## src/rtl/lsu_pkg.sv

```systemverilog
// rtl/lsu_pkg.sv - shared types and helpers for the load/store memory controller
package lsu_pkg;

    localparam int LANE_BITS = 2;

    typedef enum logic [1:0] {
        SZ_BYTE = 2'b00,
        SZ_HALF = 2'b01,
        SZ_WORD = 2'b10,
        SZ_INV  = 2'b11
    } size_e;

    typedef enum logic [1:0] {
        IDLE,
        ACCESS,
        RESP
    } state_e;

    // Alignment fault for a valid size; byte accesses are always aligned.
    function automatic logic misaligned(size_e size, logic [LANE_BITS-1:0] offset);
        case (size)
            SZ_HALF: return offset[0];
            SZ_WORD: return |offset;
            default: return 1'b0;
        endcase
    endfunction

endpackage

```

## src/rtl/lsu_mem_ctrl_if.sv

```systemverilog
// rtl/lsu_mem_ctrl_if.sv - core-side request/response handshake bundle
interface lsu_mem_ctrl_if;

    logic        req_valid;
    logic        req_ready;
    logic        req_we;
    logic [1:0]  req_size;
    logic        req_unsigned;
    logic [31:0] req_addr;
    logic [31:0] req_wdata;
    logic        rsp_valid;
    logic        rsp_ready;
    logic [31:0] rsp_rdata;
    logic        rsp_err;

    modport master (
        output req_valid, req_we, req_size, req_unsigned, req_addr, req_wdata, rsp_ready,
        input  req_ready, rsp_valid, rsp_rdata, rsp_err
    );

    modport slave (
        input  req_valid, req_we, req_size, req_unsigned, req_addr, req_wdata, rsp_ready,
        output req_ready, rsp_valid, rsp_rdata, rsp_err
    );

endinterface

```

## src/rtl/lsu_lane_align.sv

```systemverilog
// rtl/lsu_lane_align.sv - sub-word store merge and load extract/extend
module lsu_lane_align
    import lsu_pkg::*;
(
    input  logic [31:0]          rd_word,
    input  logic [31:0]          wr_data,
    input  size_e                size,
    input  logic [LANE_BITS-1:0] offset,
    input  logic                 is_unsigned,
    output logic [31:0]          merged,
    output logic [31:0]          extracted
);

    logic [7:0]  byte_sel;
    logic [15:0] half_sel;

    always_comb begin
        merged    = rd_word;
        extracted = '0;
        byte_sel  = rd_word[{offset, 3'b000} +: 8];
        half_sel  = rd_word[{offset[1], 4'b0000} +: 16];
        case (size)
            SZ_BYTE: begin
                merged[{offset, 3'b000} +: 8] = wr_data[7:0];
                extracted = {{24{~is_unsigned & byte_sel[7]}}, byte_sel};
            end
            SZ_HALF: begin
                merged[{offset[1], 4'b0000} +: 16] = wr_data[15:0];
                extracted = {{16{~is_unsigned & half_sel[15]}}, half_sel};
            end
            SZ_WORD: begin
                merged    = wr_data;
                extracted = rd_word;
            end
            default: begin
                merged    = rd_word;
                extracted = '0;
            end
        endcase
    end

endmodule

```

## src/rtl/lsu_mem_ctrl.sv

```systemverilog
// rtl/lsu_mem_ctrl.sv - blocking load/store controller in front of a word-wide RAM
module lsu_mem_ctrl
    import lsu_pkg::*;
#(
    parameter int ADDR_WIDTH = 10,
    parameter int DATA_WIDTH = 32
) (
    input  logic                  clk,
    input  logic                  rst,
    lsu_mem_ctrl_if.slave         bus,
    output logic                  mem_we,
    output logic [ADDR_WIDTH-1:0] mem_addr,
    output logic [DATA_WIDTH-1:0] mem_wdata,
    input  logic [DATA_WIDTH-1:0] mem_rdata
);

    if (DATA_WIDTH != 32) begin : g_bad_data_width
        $error("lsu_mem_ctrl supports DATA_WIDTH=32 only");
    end
    if (ADDR_WIDTH > 29 || ADDR_WIDTH < 1) begin : g_bad_addr_width
        $error("lsu_mem_ctrl requires 1 <= ADDR_WIDTH <= 29");
    end

    state_e                      state;
    logic                        req_ready_q;
    logic                        rsp_valid_q;
    logic [31:0]                 rsp_rdata_q;
    logic                        rsp_err_q;
    logic                        lat_we;
    size_e                       lat_size;
    logic                        lat_uns;
    logic [ADDR_WIDTH+1:0]       lat_addr;
    logic [31:0]                 lat_wdata;

    size_e                       req_size_e;
    logic                        req_fault;
    logic                        in_access;
    logic [31:0]                 merged_word;
    logic [31:0]                 load_data;

    assign req_size_e = size_e'(bus.req_size);
    assign req_fault  = (req_size_e == SZ_INV)
                     || misaligned(req_size_e, bus.req_addr[LANE_BITS-1:0])
                     || (|bus.req_addr[31:ADDR_WIDTH+LANE_BITS]);

    lsu_lane_align u_lane_align (
        .rd_word     (mem_rdata),
        .wr_data     (lat_wdata),
        .size        (lat_size),
        .offset      (lat_addr[LANE_BITS-1:0]),
        .is_unsigned (lat_uns),
        .merged      (merged_word),
        .extracted   (load_data)
    );

    // RMW is a single combinational path: RAM read at mem_addr feeds the merge, written on the exit edge.
    assign in_access = (state == ACCESS);
    assign mem_we    = in_access & lat_we & ~rst;
    assign mem_addr  = in_access ? lat_addr[ADDR_WIDTH+1:LANE_BITS] : '0;
    assign mem_wdata = mem_we ? merged_word : '0;

    assign bus.req_ready = req_ready_q;
    assign bus.rsp_valid = rsp_valid_q;
    assign bus.rsp_rdata = rsp_rdata_q;
    assign bus.rsp_err   = rsp_err_q;

    always_ff @(posedge clk) begin
        if (rst) begin
            state       <= IDLE;
            req_ready_q <= 1'b1;
            rsp_valid_q <= 1'b0;
            rsp_rdata_q <= '0;
            rsp_err_q   <= 1'b0;
            lat_we      <= 1'b0;
            lat_size    <= SZ_BYTE;
            lat_uns     <= 1'b0;
            lat_addr    <= '0;
            lat_wdata   <= '0;
        end else begin
            case (state)
                IDLE: begin
                    if (bus.req_valid) begin
                        lat_we      <= bus.req_we;
                        lat_size    <= req_size_e;
                        lat_uns     <= bus.req_unsigned;
                        lat_addr    <= bus.req_addr[ADDR_WIDTH+1:0];
                        lat_wdata   <= bus.req_wdata;
                        req_ready_q <= 1'b0;
                        if (req_fault) begin
                            state       <= RESP;
                            rsp_valid_q <= 1'b1;
                            rsp_err_q   <= 1'b1;
                            rsp_rdata_q <= '0;
                        end else begin
                            state <= ACCESS;
                        end
                    end
                end
                ACCESS: begin
                    state       <= RESP;
                    rsp_valid_q <= 1'b1;
                    rsp_err_q   <= 1'b0;
                    rsp_rdata_q <= lat_we ? 32'h0 : load_data;
                end
                RESP: begin
                    if (bus.rsp_ready) begin
                        state       <= IDLE;
                        rsp_valid_q <= 1'b0;
                        rsp_err_q   <= 1'b0;
                        rsp_rdata_q <= '0;
                        req_ready_q <= 1'b1;
                    end
                end
                default: begin
                    state       <= IDLE;
                    req_ready_q <= 1'b1;
                    rsp_valid_q <= 1'b0;
                end
            endcase
        end
    end

endmodule

```

## src/flat_wrapper.sv

```systemverilog
// flat-port wrapper written by rule: the top's interface ports become plain ports
module lsu_mem_ctrl_flat import lsu_pkg::*;
#(
    parameter int ADDR_WIDTH = 10,
    parameter int DATA_WIDTH = 32
)
  (clk, rst, mem_we, mem_addr, mem_wdata, mem_rdata, bus_req_valid, bus_req_we, bus_req_size, bus_req_unsigned, bus_req_addr, bus_req_wdata, bus_rsp_ready, bus_req_ready, bus_rsp_valid, bus_rsp_rdata, bus_rsp_err);
  lsu_mem_ctrl_if bus_i ();
  input  logic clk;
  input  logic rst;
  output logic mem_we;
  output logic [ADDR_WIDTH-1:0] mem_addr;
  output logic [DATA_WIDTH-1:0] mem_wdata;
  input  logic [DATA_WIDTH-1:0] mem_rdata;
  input wire logic [$bits(bus_i.req_valid)-1:0] bus_req_valid;
  input wire logic [$bits(bus_i.req_we)-1:0] bus_req_we;
  input wire logic [$bits(bus_i.req_size)-1:0] bus_req_size;
  input wire logic [$bits(bus_i.req_unsigned)-1:0] bus_req_unsigned;
  input wire logic [$bits(bus_i.req_addr)-1:0] bus_req_addr;
  input wire logic [$bits(bus_i.req_wdata)-1:0] bus_req_wdata;
  input wire logic [$bits(bus_i.rsp_ready)-1:0] bus_rsp_ready;
  output wire logic [$bits(bus_i.req_ready)-1:0] bus_req_ready;
  output wire logic [$bits(bus_i.rsp_valid)-1:0] bus_rsp_valid;
  output wire logic [$bits(bus_i.rsp_rdata)-1:0] bus_rsp_rdata;
  output wire logic [$bits(bus_i.rsp_err)-1:0] bus_rsp_err;
  assign bus_i.req_valid = bus_req_valid;
  assign bus_i.req_we = bus_req_we;
  assign bus_i.req_size = bus_req_size;
  assign bus_i.req_unsigned = bus_req_unsigned;
  assign bus_i.req_addr = bus_req_addr;
  assign bus_i.req_wdata = bus_req_wdata;
  assign bus_i.rsp_ready = bus_rsp_ready;
  assign bus_req_ready = bus_i.req_ready;
  assign bus_rsp_valid = bus_i.rsp_valid;
  assign bus_rsp_rdata = bus_i.rsp_rdata;
  assign bus_rsp_err = bus_i.rsp_err;
  lsu_mem_ctrl #(.ADDR_WIDTH(ADDR_WIDTH), .DATA_WIDTH(DATA_WIDTH)) u_core (.clk(clk), .rst(rst), .bus(bus_i), .mem_we(mem_we), .mem_addr(mem_addr), .mem_wdata(mem_wdata), .mem_rdata(mem_rdata));
endmodule
```

## config.mk

```make
export PLATFORM = sky130hd
export DESIGN_NAME = lsu_mem_ctrl_flat
export DESIGN_NICKNAME = d
export VERILOG_FILES = /design/src/rtl/lsu_pkg.sv /design/src/rtl/lsu_mem_ctrl_if.sv /design/src/rtl/lsu_lane_align.sv /design/src/rtl/lsu_mem_ctrl.sv /design/src/flat_wrapper.sv
export SDC_FILE = /design/constraint.sdc
export NUM_CORES = 1
export LEC_CHECK = 0
export CORE_MARGIN = 3
export CORE_UTILIZATION = 40
export CTS_CLUSTER_SIZE = 25
export DETAILED_ROUTE_END_ITERATION = 10
export PLACE_DENSITY = 0.73
export SETUP_SLACK_MARGIN = 0.3
export SYNTH_ARGS = -nofsm -noshare
export SYNTH_HDL_FRONTEND = slang
export SYNTH_SLANG_ARGS = --single-unit
```

## constraint.sdc

```tcl
create_clock -name clk -period 3.8 [get_ports clk]
set_input_delay 0.76 -clock clk [delete_from_list [all_inputs] [get_ports clk]]
set_output_delay 0.76 -clock clk [all_outputs]
set_load 0.05 [all_outputs]
```

==> results of run 1 <==
timing repair:
action | in CTS | in global routing
hold buffers | 0 | 0
resized for setup | 2 | 5
setup endpoints to repair | 8 | 16
cloned | 0 | 0
area by class of cell:
type | instances | area, um^2 | area share [%]
Clock buffer | 9 | 225.2 | 2.929
Clock inverter | 7 | 73.82 | 0.9600
Inverter | 13 | 48.80 | 0.6346
Multi-Input combinational cell | 512 | 3159 | 41.08
Sequential cell | 85 | 1704 | 22.16
Tap cell | 168 | 210.2 | 2.733
Timing Repair Buffer | 198 | 2268 | 29.50
placed cells by master, fill, tap and decap left out, types with 7 or more instances in the layout:
cell type	count
clkdlybuf4s50_1	147
nand2_1	134
dfxtp_1	83
a21oi_1	67
mux2i_1	41
o21ai_0	38
nor2_1	36
nand2b_1	36
buf_12	33
a22oi_1	28
and2_1	27
mux2_2	19
buf_4	16
a222oi_1	13
o21ai_1	12
ha_1	12
inv_1	10
clkbuf_16	9
a22o_1	7
a21oi_2	7
registers in the layout (all words and copies together) (netlist names):
signal                flops
u_core.bus.rsp_rdata     32
u_core.lat_wdata         32
u_core.lat_addr          12
u_core.lat_size           2
u_core.state              2
u_core.bus.req_ready      1
u_core.bus.rsp_err        1
u_core.bus.rsp_valid      1
u_core.lat_uns            1
u_core.lat_we             1
cells by family (layout without fill, tap and decap cells):
family	after synthesis	after routing	synth area share (%)
AOI/OAI and AO/OA	183	183	21.99
buffers and inverters	60	227	5.110
muxes	61	61	12.76
and+or+nand+nor	256	256	23.60
DFF	85	85	33.57
adders and majority gates	12	12	2.962
power by group through the flow:
| stage | clock [mW] | sequential [mW] | combinational [mW] |
|---|---|---|---|
| 2_1_floorplan | 0 | 0.991 | 0.323 |
| 3_3_place_gp | 0 | 0.995 | 0.530 |
| 3_5_place_dp | 0 | 0.996 | 0.541 |
| 4_1_cts | 0.906 | 0.976 | 0.546 |
| 5_1_grt | 0.936 | 0.982 | 0.601 |
| 6_report | 0.896 | 0.978 | 0.555 |
per-stage QoR:
| step | power (mW) | instance area [um^2] | std cells | worst slack (ps) | hold slack (ps) |
|---|---|---|---|---|---|
| 3_5_place_dp | 1.537 | 7366 | 976 | 481.8 | 445.4 |
| 5_1_grt | 2.520 | 7690 | 992 | 333.9 | 470.2 |
| 6_report | 2.429 | 7690 | 992 | 456.9 | 452.8 |
| 3_3_place_gp | 1.525 | 7366 | 976 | 571.0 | 438.5 |
| 4_1_cts | 2.428 | 7674 | 992 | 322.7 | 454.5 |
| 2_1_floorplan | 1.314 | 5095 | 657 | 375.9 | 431.7 |
worst register-to-register path, delay by kind of cell, from the launching register on:
family | cells | cell delay, ps
mux | 1 | 190
compound gates | 2 | 830
flops | 1 | 330
fa+ha+maj | 1 | 180
buf+inv | 2 | 290
simple gates | 1 | 520
layer usage:
layer	wire length (um)	part of all wire, %
met4	502	2.7
met3	1555	8.4
met2	8865	48
met1	7620	41
met5	0	0
worst paths after layout:
check	from	endpoint	slack, ps	cells past startpoint
max	u_core.lat_addr[1]	mem_wdata[20]	460	9
min	u_core.lat_addr[10]	u_core.lat_addr[10]	450	2
max reg2reg	u_core.state[1]	u_core.bus.rsp_rdata[7]	1400	7
min reg2reg	u_core.lat_addr[10]	u_core.lat_addr[10]	450	2
==> qor.csv, run 1 <==
metric,value,unit
finalClockSkew,7.277,ps
slowest_stage,a2111oi_2,
finalWorstPathRequiredPeriod,3343,ps
worstSetupStartpointType,flop,
end_kind,output pin,
finalWeightedCongestion,0.9079,
synth_edf_count,0,
cts_tree,yes,
antenna_found_initial,0,
clk_latency,340,ps
worstPathArrival,2580,ps
final_max_slew_viol_count,0,
synth_cells,657,
cts_max_level,3,
core_area,0.01221,mm^2
tightest_slew,805.1,ps
worst-path-buf-inv,4,
dp_hpwl,13710,um
combPwrFrac,22.8,%
io_buffers,181,
status,"complete, no violations",
worst-path-max-fanout,25,
post-cts-setup-buffer-count,0,
path_class,reg -> out,
synth_cell_types,46,
fin_crit_sh,87.98,%
yosysSeqAreaShare,33.57,%
powerDensity,315.9,mW/mm^2
die-width,118.6,um
setup_viol,0,
fin_nets,935,
cts_sinks,85,
worstHoldPathType,reg -> reg,
clockBufferDepth,2,
rsz0062_at_grt,false,
maxCapViolations,0,
dieHeight,118.6,um
grt_start_max_net_pins,87,
synth_area_leaders,"dfxtp_1 (34%), nand2_1 (9.9%), mux2i_1 (8.1%)",
io_pins,182,
switching_power,0.7260,mW
die_area,0.01406,mm^2
busiest_layer,met2,
drt_wl_total,18540,um
netlist_area,0.005069,mm^2
fmax,299.1,MHz
drc,0,
area_growth,51.72,%
start_util,41.51,%
synth_ff_type,dfxtp_1,
path_cells,buf_6 -> ha_1 -> clkinv_1 -> a2111oi_2 -> buf_4 -> a22o_1 -> nand2_1 -> a21oi_2 -> buf_12,
syn_nets,773,
wl_per_cell,18.69,um
synth_seq_cells,85,
synthArstFlopShare,0,%
avgSynthCellArea,7.715,um^2
pwr-share-clk,36.9,%
num-fill-cells,1056,
overflow,0,
grt_pass1_wl,28850,um
ant_nets,0,
fin_tns_setup,0,ps
grt_pass1_vias,5495,
cts-root-buf,clkbuf_16,
peakVddDrop,0.0002249,V
switching_share,29.89,%
crit_required,3040,ps
path_clk_slew,60,ps
critical_path.max_stage_delay,380,ps
rows,40,
ys_top_cells_by_count,"nand2_1 (134), dfxtp_1 (85), a21oi_1 (74), mux2i_1 (41), o21ai_0 (38)",
drive_gt1_share,12.86,%
yosys_warnings,0,
yosysMostFrequentCell,nand2_1,
n_antenna_cell,0,
vias,5521,
hold_viol,0,
seqPwrFrac,40.3,%
drt_iter0_markers,589,
track_usage,25.43,%
crit_family,buffers and inverters,
use_met1,32.88,%
yosysTopAreaCell,dfxtp_1,
first_pass_iters,6,
met3_usage,5.024,%
p_int,1.703,mW
synthDominantCellAreaShare,33.57,%
cts_buffers,9,
utilization,62.97,%
viasPerCell,5.566,
met2_usage,41.99,%
leakage,2.851,nW
slew_headroom,46.33,%
Power figures use the tool's default switching activity.
==> inputs of run 2 (changes only) <==
- CELL_PAD_IN_SITES_DETAIL_PLACEMENT: unset -> 2
- CELL_PAD_IN_SITES_GLOBAL_PLACEMENT: unset -> 2
- CORE_UTILIZATION: 40 -> 25
- PLACE_DENSITY: 0.73 -> unset
- PLACE_DENSITY_LB_ADDON: unset -> 0.1
==> run 2 against run 1 <==
Against the previous run:
- total power rose by 3.2%
- utilization decreased by 23 points
- count of clock-buffer cells in the layout is the same
- sequential power rose by 0.8%
- critical path depth did not move
- clock power increased by 4.5%
- sequential share of layout area down 0.45 points
- sequential cell count unchanged
- register-to-register slack worse by 210 ps
- worst setup slack lost 6.2 ps
- global-route usage fell by 3.9 points
- cell count is 9.7% higher
==> qor.csv, run 2 (synthesis results as in run 1) <==
metric,value,unit,change
worst-path-max-fanout,25,,unchanged
dieHeight,148.4,um,+25%
clockBufferDepth,2,,unchanged
start_util,25.71,%,-16 points
crit_family,buffers and inverters,,
setup_viol,0,,unchanged
drt_wl_total,23800,um,+28%
leakage,2.852,nW,about the same
finalClockSkew,13.76,ps,+6.479 ps
grt_start_max_net_pins,53,,-39%
num-fill-cells,2203,,+110%
antenna_found_initial,0,,unchanged
io_pins,182,,unchanged
maxCapViolations,0,,unchanged
vias,5531,,+0.18%
cts_sinks,85,,unchanged
powerDensity,319.6,mW/mm^2,+1.2%
tightest_slew,939.4,ps,+134.3 ps
dp_hpwl,18140,um,+32%
clk_latency,350,ps,about the same
worstHoldPathType,reg -> reg,,
die_area,0.02202,mm^2,+57%
path_cells,buf_8 -> ha_1 -> clkinvlp_4 -> a2111oi_2 -> buf_4 -> a22o_1 -> nand2_1 -> a21oi_2 -> buf_12,,
fin_tns_setup,0,ps,unchanged
worstSetupStartpointType,flop,,
die-width,148.4,um,+25%
grt_pass1_vias,6137,,+12%
rows,51,,+28%
viasPerCell,5.084,,-8.7%
cts_tree,yes,,
path_class,reg -> out,,
drt_iter0_markers,337,,-43%
io_buffers,181,,unchanged
drive_gt1_share,13.24,%,+0.38 points
dpl.cell_count,1072,,+9.8%
peakVddDrop,0.0002176,V,-3.3%
finalWorstPathRequiredPeriod,3349,ps,+6.167 ps
crit_required,3040,ps,about the same
cts-root-buf,clkbuf_16,,
core_area,0.01972,mm^2,+61%
slowest_stage,dfxtp_1,,
cts_buffers,9,,unchanged
hold_viol,0,,unchanged
first_pass_iters,5,,-1
pre_cts_ws,290.1,ps,-191.7 ps
overflow,0,,unchanged
worst-path-buf-inv,4,,unchanged
slew_headroom,37.37,%,-9.0 points
setup_slack,450.8,ps,-6.167 ps
final_cells,1088,,+9.7%
layout_common_cells,"clkdlybuf4s50_1 (147), nand2_1 (134), dfxtp_1 (84)",,
final_max_slew_viol_count,0,,unchanged
fmax,298.6,MHz,-0.18%
fin_crit_sh,88.14,%,+0.16 points
n_antenna_cell,0,,unchanged
ant_nets,0,,unchanged
grt_pass1_wl,36830,um,+28%
rsz0062_at_grt,false,,
finalWeightedCongestion,0.8604,,-5.2%
path_clk_slew,70,ps,about the same
status,"complete, no violations",,
wl_per_cell,21.88,um,+17%
end_kind,output pin,,
worstPathArrival,2590,ps,about the same
drc,0,,unchanged
cts_hold_buf,0,,unchanged
fin_nets,934,,-0.11%
final_common_cell,clkdlybuf4s50_1,,
track_usage,21.57,%,-3.9 points
cts_max_level,3,,unchanged
critical_path.max_stage_delay,370,ps,about the same
area_growth,54.73,%,
[run 2: changes by cell type in the layout (fill, tap and decap cells not counted), sizes merged]
cell,previous run,this run
clkinv,5,1
buf,51,50
inv,13,14
clkinvlp,1,4
[run 2: area by class of cell]
cell class	count	area (um^2)	area share, %
Timing Repair Buffer	197	2277	29.04
Clock buffer	9	225.2	2.872
Multi-Input combinational cell	512	3171	40.43
Tap cell	265	331.6	4.228
Sequential cell	85	1703	21.71
Clock inverter	7	78.83	1.005
Inverter	13	56.30	0.7179
[run 2: routing by layer]
layer | GRT usage [%] | routed length, um | vias up
met3 | 3.321 | 961 | 23
met2 | 38.25 | 12000 | 134
met5 | 0 | 0 | -
met4 | 4.988 | 352 | 0
met1 | 27.63 | 10480 | 2761
li1 | - | - | 2613
[run 2: report_power, final]
group / internal (mW) / switching [mW]
combinational: 0.261 / 0.323
sequential: 0.933 / 0.0528
clock: 0.518 / 0.418
total: 1.71 / 0.794
[run 2: timing repair]
item	in CTS	in global routing
pin swaps	0	0
setup buffers	0	0
gates resized for setup	4	7
hold endpoints to repair	0	0
setup endpoints to repair	15	19
[run 2: worst paths after layout]
check             depth (start not counted)  slack [ps]                      end          startpoint
hold / removal                            2         460       u_core.lat_addr[5]  u_core.lat_addr[5]
hold reg to reg                           2         460       u_core.lat_addr[5]  u_core.lat_addr[5]
setup reg to reg                          6        1190  u_core.bus.rsp_rdata[7]     u_core.state[1]
setup / recovery                          9         450            mem_wdata[17]  u_core.lat_addr[1]
[run 2: stage by stage]
stage / util, % / power, mW / hold slack, ps / area [um^2]
after floorplan: - / 1.314 / 431.7 / 5095
after global placement: 38.00 / 1.561 / 438.9 / 7493
after detailed placement: 38.00 / 1.583 / 453.5 / 7493
after CTS: 39.64 / 2.536 / 462.8 / 7816
after global routing: 39.77 / 2.637 / 483.0 / 7843
final: 39.77 / 2.506 / 460.1 / 7843
[run 2: worst reg2reg max path: cells and delay by family (launching register included)]
family                   cells  cell delay, ps
AO/OA/AOI/OAI                2             820
AND/OR/NAND/NOR              1             560
buffers and inverters        1             110
multiplexers                 1             190
flip-flops                   1             340
adder cells (fa/ha/maj)      1             520
